**src/rtl/boron_pkg.sv**
```systemverilog
// Shared BORON definitions: block/key widths, controller FSM encoding, key schedule constants.
// Define BORON_KEY128_EN to build for a 128-bit master key; otherwise the key is 80 bits.
package boron_pkg;

  localparam int BLK_W    = 64;
  localparam int KEY80_W  = 80;
  localparam int KEY128_W = 128;

`ifdef BORON_KEY128_EN
  localparam bit KEY128_EN = 1'b1;
`else
  localparam bit KEY128_EN = 1'b0;
`endif

  localparam int KEY_W   = KEY128_EN ? KEY128_W : KEY80_W;
  localparam int KEY_ROT = 13;
  localparam int RC_HI   = 63;
  localparam int RC_LO   = 59;
  localparam int RC_W    = RC_HI - RC_LO + 1;

  typedef enum logic [1:0] {
    ST_IDLE  = 2'd0,
    ST_ROUND = 2'd1,
    ST_FINAL = 2'd2,
    ST_DONE  = 2'd3
  } boron_state_e;

  // Whole-register rotate left by KEY_ROT
  function automatic logic [KEY_W-1:0] key_rotl(input logic [KEY_W-1:0] k);
    return {k[KEY_W-KEY_ROT-1:0], k[KEY_W-1:KEY_W-KEY_ROT]};
  endfunction

endpackage

```
**src/rtl/boron_perm_layer.sv**
```systemverilog
// BORON linear layer on four 16-bit words: byte swap within each word (block shuffle),
// rotate word i left by 1/4/7/9, then each odd word absorbs its even neighbour by XOR.
module boron_perm_layer
  import boron_pkg::*;
(
  input  logic [BLK_W-1:0] din,
  output logic [BLK_W-1:0] dout
);

  function automatic logic [15:0] rotl16(input logic [15:0] v, input int unsigned amt);
    return (v << amt) | (v >> (16 - amt));
  endfunction

  logic [15:0] r0, r1, r2, r3;

  always_comb begin
    r0   = rotl16({din[7:0],   din[15:8]},  1);
    r1   = rotl16({din[23:16], din[31:24]}, 4);
    r2   = rotl16({din[39:32], din[47:40]}, 7);
    r3   = rotl16({din[55:48], din[63:56]}, 9);
    dout = {r3 ^ r2, r2, r1 ^ r0, r0};
  end

endmodule

```
**src/rtl/s_box.sv**
```systemverilog
// BORON 4-bit S-box, purely combinational.
module s_box (
  input  logic [3:0] din,
  output logic [3:0] dout
);

  always_comb begin
    dout = 4'h0;
    case (din)
      4'h0: dout = 4'hE;
      4'h1: dout = 4'h4;
      4'h2: dout = 4'hB;
      4'h3: dout = 4'h1;
      4'h4: dout = 4'h7;
      4'h5: dout = 4'h9;
      4'h6: dout = 4'hC;
      4'h7: dout = 4'hA;
      4'h8: dout = 4'hD;
      4'h9: dout = 4'h2;
      4'hA: dout = 4'h0;
      4'hB: dout = 4'hF;
      4'hC: dout = 4'h8;
      4'hD: dout = 4'h5;
      4'hE: dout = 4'h3;
      4'hF: dout = 4'h6;
      default: dout = 4'h0;
    endcase
  end

endmodule

```
**src/rtl/s_box_layer_enc.sv**
```systemverilog
// Encryption S-box layer: sixteen parallel 4-bit S-boxes across the 64-bit block.
module s_box_layer_enc
  import boron_pkg::*;
(
  input  logic [BLK_W-1:0] din,
  output logic [BLK_W-1:0] dout
);

  for (genvar i = 0; i < BLK_W / 4; i++) begin : g_nib
    s_box u_s_box (
      .din  (din[4*i +: 4]),
      .dout (dout[4*i +: 4])
    );
  end

endmodule

```
**src/rtl/boron_enc_ctrl.sv**
```systemverilog
// Iterative BORON encryption controller: one round per cycle, final key whitening,
// valid/ready output. Define BORON_KEY128_EN for a 128-bit master key schedule.
module boron_enc_ctrl
  import boron_pkg::*;
#(
  parameter int ROUNDS = 25,
  parameter int RCNT_W = 5
) (
  input  logic              clk,
  input  logic              rstN,
  input  logic [BLK_W-1:0]  plainIn,
  input  logic [KEY_W-1:0]  keyIn,
  input  logic              inValid,
  output logic              inReady,
  output logic [BLK_W-1:0]  cipherOut,
  output logic              outValid,
  input  logic              outReady,
  output logic              busy,
  output logic [RCNT_W-1:0] roundCnt,
  output boron_state_e      state_dbg
);

  // Handshakes: a transfer happens on a rising edge where valid and ready are both high.
  // inReady is high only in IDLE; outValid stays high with cipherOut stable until outReady.

  boron_state_e      state_q, state_d;
  logic [BLK_W-1:0]  blk_q, blk_d;
  logic [BLK_W-1:0]  cipher_q, cipher_d;
  logic [KEY_W-1:0]  key_q, key_d;
  logic [RCNT_W-1:0] rnd_q, rnd_d;

  logic [BLK_W-1:0]  sbox_out, perm_out;
  logic [KEY_W-1:0]  key_rot, key_next;
  logic [3:0]        key_nib0_s;
  logic [RC_W-1:0]   rc;
  logic              last_round;

  s_box_layer_enc u_sbox_layer (
    .din  (blk_q ^ key_q[BLK_W-1:0]),
    .dout (sbox_out)
  );

  boron_perm_layer u_perm (
    .din  (sbox_out),
    .dout (perm_out)
  );

  assign key_rot    = key_rotl(key_q);
  assign rc         = RC_W'(rnd_q) + RC_W'(1);
  assign last_round = (rnd_q == RCNT_W'(ROUNDS - 1));

  s_box u_key_sbox0 (
    .din  (key_rot[3:0]),
    .dout (key_nib0_s)
  );

`ifdef BORON_KEY128_EN
  logic [3:0] key_nib1_s;

  s_box u_key_sbox1 (
    .din  (key_rot[7:4]),
    .dout (key_nib1_s)
  );
`endif

  always_comb begin
    key_next      = key_rot;
    key_next[3:0] = key_nib0_s;
`ifdef BORON_KEY128_EN
    key_next[7:4] = key_nib1_s;
`endif
    key_next[RC_HI:RC_LO] = key_rot[RC_HI:RC_LO] ^ rc;
  end

  always_ff @(posedge clk or negedge rstN) begin
    if (!rstN) begin
      state_q  <= ST_IDLE;
      blk_q    <= '0;
      cipher_q <= '0;
      key_q    <= '0;
      rnd_q    <= '0;
    end else begin
      state_q  <= state_d;
      blk_q    <= blk_d;
      cipher_q <= cipher_d;
      key_q    <= key_d;
      rnd_q    <= rnd_d;
    end
  end

  always_comb begin
    state_d = state_q;
    case (state_q)
      ST_IDLE:  if (inValid)    state_d = ST_ROUND;
      ST_ROUND: if (last_round) state_d = ST_FINAL;
      ST_FINAL:                 state_d = ST_DONE;
      ST_DONE:  if (outReady)   state_d = ST_IDLE;
      default:                  state_d = ST_IDLE;
    endcase
  end

  // The round counter saturates at ROUNDS-1 so SW can read it through FINAL/DONE
  always_comb begin
    blk_d    = blk_q;
    key_d    = key_q;
    rnd_d    = rnd_q;
    cipher_d = cipher_q;
    case (state_q)
      ST_IDLE: begin
        if (inValid) begin
          blk_d = plainIn;
          key_d = keyIn;
          rnd_d = '0;
        end
      end
      ST_ROUND: begin
        blk_d = perm_out;
        key_d = key_next;
        if (!last_round) rnd_d = rnd_q + RCNT_W'(1);
      end
      ST_FINAL: cipher_d = blk_q ^ key_q[BLK_W-1:0];
      default: ;
    endcase
  end

  always_comb begin
    inReady   = (state_q == ST_IDLE);
    outValid  = (state_q == ST_DONE);
    busy      = (state_q != ST_IDLE);
    cipherOut = cipher_q;
    roundCnt  = rnd_q;
    state_dbg = state_q;
  end

endmodule

```
**config.mk**
```make
export PLATFORM = sky130hd
export DESIGN_NAME = boron_enc_ctrl
export DESIGN_NICKNAME = d
export VERILOG_FILES = /design/src/rtl/boron_pkg.sv /design/src/rtl/boron_perm_layer.sv /design/src/rtl/s_box.sv /design/src/rtl/s_box_layer_enc.sv /design/src/rtl/boron_enc_ctrl.sv
export SDC_FILE = /design/constraint.sdc
export NUM_CORES = 1
export LEC_CHECK = 0
export CAP_MARGIN = 10
export CELL_PAD_IN_SITES_DETAIL_PLACEMENT = 2
export CELL_PAD_IN_SITES_GLOBAL_PLACEMENT = 2
export CORE_ASPECT_RATIO = 2
export CORE_MARGIN = 3
export CORE_UTILIZATION = 28
export CTS_BUF_LIST = sky130_fd_sc_hd__clkbuf_8
export CTS_CLUSTER_SIZE = 16
export DETAILED_ROUTE_END_ITERATION = 8
export PLACE_DENSITY = 0.81
export SLEW_MARGIN = 20
export SYNTH_ARGS = -nofsm -noshare
export SYNTH_HDL_FRONTEND = slang
export SYNTH_SLANG_ARGS = --single-unit
```
**constraint.sdc**
```tcl
create_clock -name clk -period 2.8 [get_ports clk]
set_input_delay 0.7 -clock clk [delete_from_list [all_inputs] [get_ports clk]]
set_output_delay 0.7 -clock clk [all_outputs]
set_load 0.02 [all_outputs]
```
=== Word-level counts from Yosys, hierarchy flattened ===
Memories as Yosys holds them, arrays and structs flattened.
Cells that the tools add are included.

* Flip-flop bits (word level): 215
* Bits in latches: 0
* Bits in writable memories: 0
* Memory bits (read-only): 1088
* Bits of input ports: 148
* Output and inout bits: 74
* Word-level logic and storage cells: 56
* Memories kept: 17

* Add/sub/neg operators: 1
* Multiply operators: 0
* Div/mod/pow operators: 0
* $lt $le $gt $ge: 0
* Equality and inequality tests: 8
* Shift operators: 0
* Multiplexer cells: 11
* Bitwise operators: 8
* Reductions and logical operators: 6

{| class="wikitable"
|+ Memory list
! name !! words !! bits a word !! rd ports !! clocked after memory_dff !! write ports !! line !! text
|-
| (no name shown) || 16 || 4 || 1 || 0 || 0 || s_box.sv:9 || <nowiki>case (din)</nowiki>
|-
| (no name shown) || 16 || 4 || 1 || 0 || 0 || s_box.sv:9 ||
|-
| (no name shown) || 16 || 4 || 1 || 0 || 0 || s_box.sv:9 ||
|-
| (no name shown) || 16 || 4 || 1 || 0 || 0 || s_box.sv:9 ||
|-
| (no name shown) || 16 || 4 || 1 || 0 || 0 || s_box.sv:9 ||
|-
| (no name shown) || 16 || 4 || 1 || 0 || 0 || s_box.sv:9 ||
|-
| 11 more memories || n/a || n/a || n/a || n/a || n/a || n/a ||
|}

{| class="wikitable"
|+ Operators with widths
! cell !! count
|-
| 80-bit case mux with 2 select lines || 1
|-
| 64-bit case mux with 2 select lines || 1
|-
| 80-bit two-way mux || 1
|-
| 64-bit two-way mux || 1
|-
| 64-bit bitwise XOR || 1
|-
| 16-bit bitwise XOR || 2
|-
| 16-bit by 1-bit OR with 16-bit output || 1
|-
| 16-bit by 4-bit OR with 16-bit output || 1
|-
| 16-bit by 7-bit OR with 16-bit output || 1
|-
| 16-bit by 9-bit OR with 16-bit output || 1
|-
| 5-bit two-way mux || 2
|-
| 5-bit case mux with 2 select lines || 1
|-
| 2-bit case mux with 4 select lines || 1
|-
| 2-bit two-way mux || 3
|-
| 2-bit inequality test, second input constant || 3
|-
| 3-bit AND reduction || 2
|-
| 5-bit by 1-bit adder with 5-bit output, second input constant || 1
|-
| 5-bit == test, second input constant || 1
|-
| 5-bit bitwise XOR || 1
|-
| 2-bit == test, second input constant || 2
|-
| 2-bit nonzero test || 2
|-
| 2-bit by 1-bit == test with 1-bit output, second input constant || 1
|-
| 2-bit zero test || 1
|-
| 2-bit by 1-bit inequality test with 1-bit output, second input constant || 1
|-
| 2-bit AND reduction || 1
|}

=== Logic depth before layout (Yosys ltp) ===
An unclocked memory read counts as a cell.

* Depth after elaboration: 5
* Gate-level depth with buffers: 10
* Depth with buffers taken out: 8

=== By module ===
Synthesis repeated with hierarchy kept, for this count alone.

* Cell total of the unflattened synthesis: 1307
* Area, all modules: 13142.6 um2

{| class="wikitable"
|+ Modules (own cells, without submodules)
! module !! times used !! cells an instance !! area each (um2) !! sequential area each (um2)
|-
| boron_enc_ctrl || 1 || 886 || 10090.9 || 5380.2
|-
| s_box || 17 || 21 || 148.9 || 0.0
|-
| boron_perm_layer || 1 || 64 || 520.5 || 0.0
|}

=== Worst setup path after synthesis ===
No wires, ideal clock.

* Path type: reg-to-reg
* From: register state_q[0] (netlist: state_dbg[0])
* To: register blk_q[59]
* Library setup time: 0.077 ns
* Arrival: 2.161 ns
* Data required time: 2.723 ns
* Path slack: 0.562 ns
* Cell stages (with the launch flop): 11
* Path buffers: 3
* Period minus slack after synthesis: 2.238 ns
* Cells stage by stage: dfrtp_1 inv_1 ha_1 buf_2 inv_1 nor2_1 nor2_1 buf_2 clkbuf_1 o22ai_1 a21oi_1

* Word-level cells in the longest chain between the ends: 3
* Elaborated cells between the ends (all ways): 6
* Those cells by class: eq/ne: 2; mux: 1; reduce/logical: 3

{| class="wikitable"
|+ RTL lines
! what !! line !! text
|-
| from (decl) || boron_enc_ctrl.sv:26 || <nowiki>boron_state_e state_q, state_d;</nowiki>
|-
| from (signal assigned) || boron_enc_ctrl.sv:83 || <nowiki>state_q <= state_d;</nowiki>
|-
| 2-bit zero test (*) || n/a ||
|-
| via inReady || boron_enc_ctrl.sv:14 || <nowiki>output logic inReady,</nowiki>
|-
| 2-bit inequality test (no source line) / 2-bit nonzero test (equally long branches) || n/a ||
|-
| 2-bit AND reduction (no source line) || n/a ||
|-
| to (signal assigned) || boron_enc_ctrl.sv:84 || <nowiki>blk_q <= blk_d;</nowiki>
|-
| to (decl) || boron_enc_ctrl.sv:27 || <nowiki>logic [BLK_W-1:0] blk_q, blk_d;</nowiki>
|}

The timed path passes the listed nets; every way through them passes the cells marked *.
A chain may end at the register's enable or synchronous reset.

=== Worst setup path after layout ===
* From: register state_q[0] (netlist: state_dbg[0])
* To: output busy

* Word-level cells in the longest chain between the ends: 1

{| class="wikitable"
|+ RTL lines
! what !! line !! text
|-
| 2-bit nonzero test || boron_enc_ctrl.sv:129 || <nowiki>busy = (state_q != ST_IDLE);</nowiki>
|-
| to (decl) || boron_enc_ctrl.sv:18 || <nowiki>output logic busy,</nowiki>
|}

No other way between the ends.

==> flow_summary.yaml <==
status:
  status: "finished clean"
cells_and_area:
  final_nets: 1721
  area_delta_synth_final_pct: 32.49
  multi_input_area_um2: 6749
  regArea_um2: 5380
  layout-drive-gt1-share_pct: 11.43
  fill_cells: 4770
worst_setup_path:
  start_kind: "flop"
  crit_type: "reg -> out"
  crit_fanout: 4
  arrival_ns: 1.99
  endpoint_kind: "output pin"
  required_ns: 2.10
synth:
  synthCells: 1301
  synth_area_um2: 12490
  synth_top_family_by_area: "compound AO/OA/AOI/OAI gates"
  ys_types: 49
  ys.flop_type: "dfrtp_1"
  synth-edff-count: 0
  synth_compound_gate_area_share_pct: 16.14
  yosys_register_bits: 215
  synthSimpleGateAreaFrac_pct: 10.17
  synth_mux_area_share_pct: 12.62
  synth_area_leaders: "dfrtp_1 (43%), mux2i_1 (9.7%), xnor2_1 (6.2%), o21ai_0 (5.9%), a21oi_1 (4.8%)"
  yosys.area.top_type_share_pct: 43.09
  yosysSeqAreaShare_pct: 43.09
  async_flop_share_pct: 100.0
  ys_warn_count: 0
  syn_nets: 1474
  synth_xor_area_share_pct: 12.24
  syn_avg_cell_area_um2: 9.597
  synth_top_area_cell: "dfrtp_1"
  synth_adder_area_share_pct: 2.505
cts:
  clk_pin_slew_ns: 0.07
  cts-root-buf: "clkbuf_8"
  cts_tree: "built"
  insertion_delay_ns: 0.57
  clock_path_buffers: 3
  cts_setup_buffers: 0
  cts.sinks: 215
  cts-htree-levels: 2
  numCtsBuffers: 37
timing:
  min_period_over_period_pct: 95.89
  setup_viol: 0
  setup_tns_ns: 0
  timing.hold.ws_ns: 0.1361
  worst_pin_slew_ns: 0.7980
  fin_ws_ns: 0.1150
  finalHoldViolCount: 0
  rsz0062_at_grt: "false"
  finClkSkew_ns: 0.03437
  max_freq_mhz: 372.4
  drv_slew: 0
  maxSlewHeadroom_pct: 46.42
  period_needed_ns: 2.685
placement:
  hpwl_um: 41640
  place_ws_ns: 0.1692
  portBuffers: 221
  gp_congestion: 0.8698
die:
  rows: 108
  die-area_um2: 47320
  start_util_pct: 28.52
  die_x_um: 155.3
  core_um2: 43780
  die_h_um: 304.6
  ios: 222
drt:
  drt-total-wl_um: 53040
  drtAntennaViolNets: 0
  drc: 0
  vias_per_cell: 5.157
  dr_total_vias: 10960
  drt-pass1-iter-count: 5
  drt_iter0_drc: 425
  routedWlPerCell_um: 24.95
min_path:
  hold_class: "in -> async"
global_routing:
  grt_usage_pct: 22.25
  grt_pass1_wl_um: 79090
  antenna_found_initial: 1
  grt_pass1_vias: 12470
  grt_max_degree: 92
  grt_overflow_total: 0
job:
  maxCapViolCount: 0
[layer usage]
layer  vias to the layer above  routed length (µm)  track usage [%]
met2                       307               29230            41.75
met3                       130                1737            2.456
met5                         -                   0                0
met1                      5539               17930            22.64
li1                       4988                   -                -
met4                         0                4141            14.71
[logic make-up after synthesis]
group / count (synthesis)
adders and majority gates: 25
xor gates and xnor gates: 150
muxes: 145
AOI/OAI and AO/OA: 352
and+or+nand+nor: 313
DFF: 215
buffers and inverters: 101
[Yosys cell counts, drive strengths merged (2+ instances only)]
cell / instances
mux2: 16
mux2i: 121
o21a: 11
o21ai: 150
nor2b: 3
a21o: 11
o221ai: 2
a21oi: 120
nand2b: 9
a222oi: 3
mux4: 8
nor2: 122
o22ai: 5
dfrtp: 215
and2: 4
ha: 25
nand2: 146
a221oi: 8
a31oi: 2
inv: 30
o211ai: 9
xnor2: 114
nand3: 11
nor3: 11
buf: 28
o211a: 2
a211o: 12
xor2: 36
clkbuf: 43
a211oi: 16
[worst paths after layout]
kind | start | slack [ns] | cells past startpoint | to
worst max-delay path | state_dbg[0] | 0.11 | 4 | busy
worst min-delay path | rstN | 0.14 | 1 | blk_q[12]
worst max register to register | key_q[4] | 0.20 | 9 | blk_q[31]
worst min register to register | key_q[71] | 0.49 | 2 | key_q[71]
max in group asynchronous | rstN | 1.91 | 2 | key_q[21]
min in group clk | key_q[71] | 0.49 | 2 | key_q[71]
[sequential cells by signal (all words and copies together), names as in the netlist]
| signal | cells |
|---|---|
| key_q | 80 |
| blk_q | 64 |
| cipherOut | 64 |
| roundCnt | 5 |
| state_dbg | 2 |
[cells in the final DEF, fill, tap and decap left out, types with 3 or more instances in the layout]
cell / synthesis / final
xnor2_2: 25 / 26
a21o_1: 11 / 11
buf_12: 0 / 9
nand3_1: 11 / 11
a222oi_1: 3 / 3
nand2_1: 146 / 146
a21oi_1: 120 / 120
xnor2_1: 88 / 87
nor2_1: 122 / 121
a211oi_1: 16 / 16
inv_1: 29 / 35
a221oi_1: 6 / 6
o21a_1: 11 / 11
nor2b_1: 3 / 3
xor2_1: 35 / 35
bufinv_16: 0 / 5
mux4_2: 8 / 8
clkdlybuf4s50_1: 0 / 218
dfrtp_1: 215 / 215
nor3_1: 11 / 11
mux2_2: 15 / 15
o21ai_0: 147 / 147
buf_4: 0 / 49
mux2i_1: 121 / 121
clkinv_2: 0 / 8
a211o_1: 12 / 12
ha_1: 25 / 23
o22ai_1: 5 / 5
o211ai_1: 9 / 9
nand2b_1: 9 / 9
clkbuf_8: 0 / 45
[worst max-delay path, stage by stage, from the launching register on]
cell and delay (ns):
dfrtp_1 0.44, inv_1 0.15, ha_1 0.27, inv_1 0.17, dlygate4sd2_1 0.40
[repair_timing]
| action | in CTS | in global routing |
|---|---|---|
| hold buffers | 0 | 0 |
| gates resized for setup | 2 | 1 |
| setup endpoints to repair | 2 | 1 |
[cell type report]
class | count | area share (%)
Clock inverter | 21 | 1.377
Clock buffer | 45 | 3.744
Multi-Input combinational cell | 985 | 40.80
Inverter | 30 | 0.6807
Timing Repair Buffer | 279 | 16.70
Antenna cell | 1 | 0.01513
Tap cell | 550 | 4.160
Sequential cell | 215 | 32.52
[metrics by stage]
step,cells,instance area (µm²),util (%)
5_1_grt,2126,16540,37.78
2_1_floorplan,1301,12490,-
4_1_cts,2125,16530,37.76
3_5_place_dp,2059,15690,35.83
6_report,2126,16540,37.78
3_3_place_gp,2059,15690,35.83
Power is left out: the tool's default activity adds up to more than one toggle a clock period on the data nets, which glitch-free logic cannot reach.
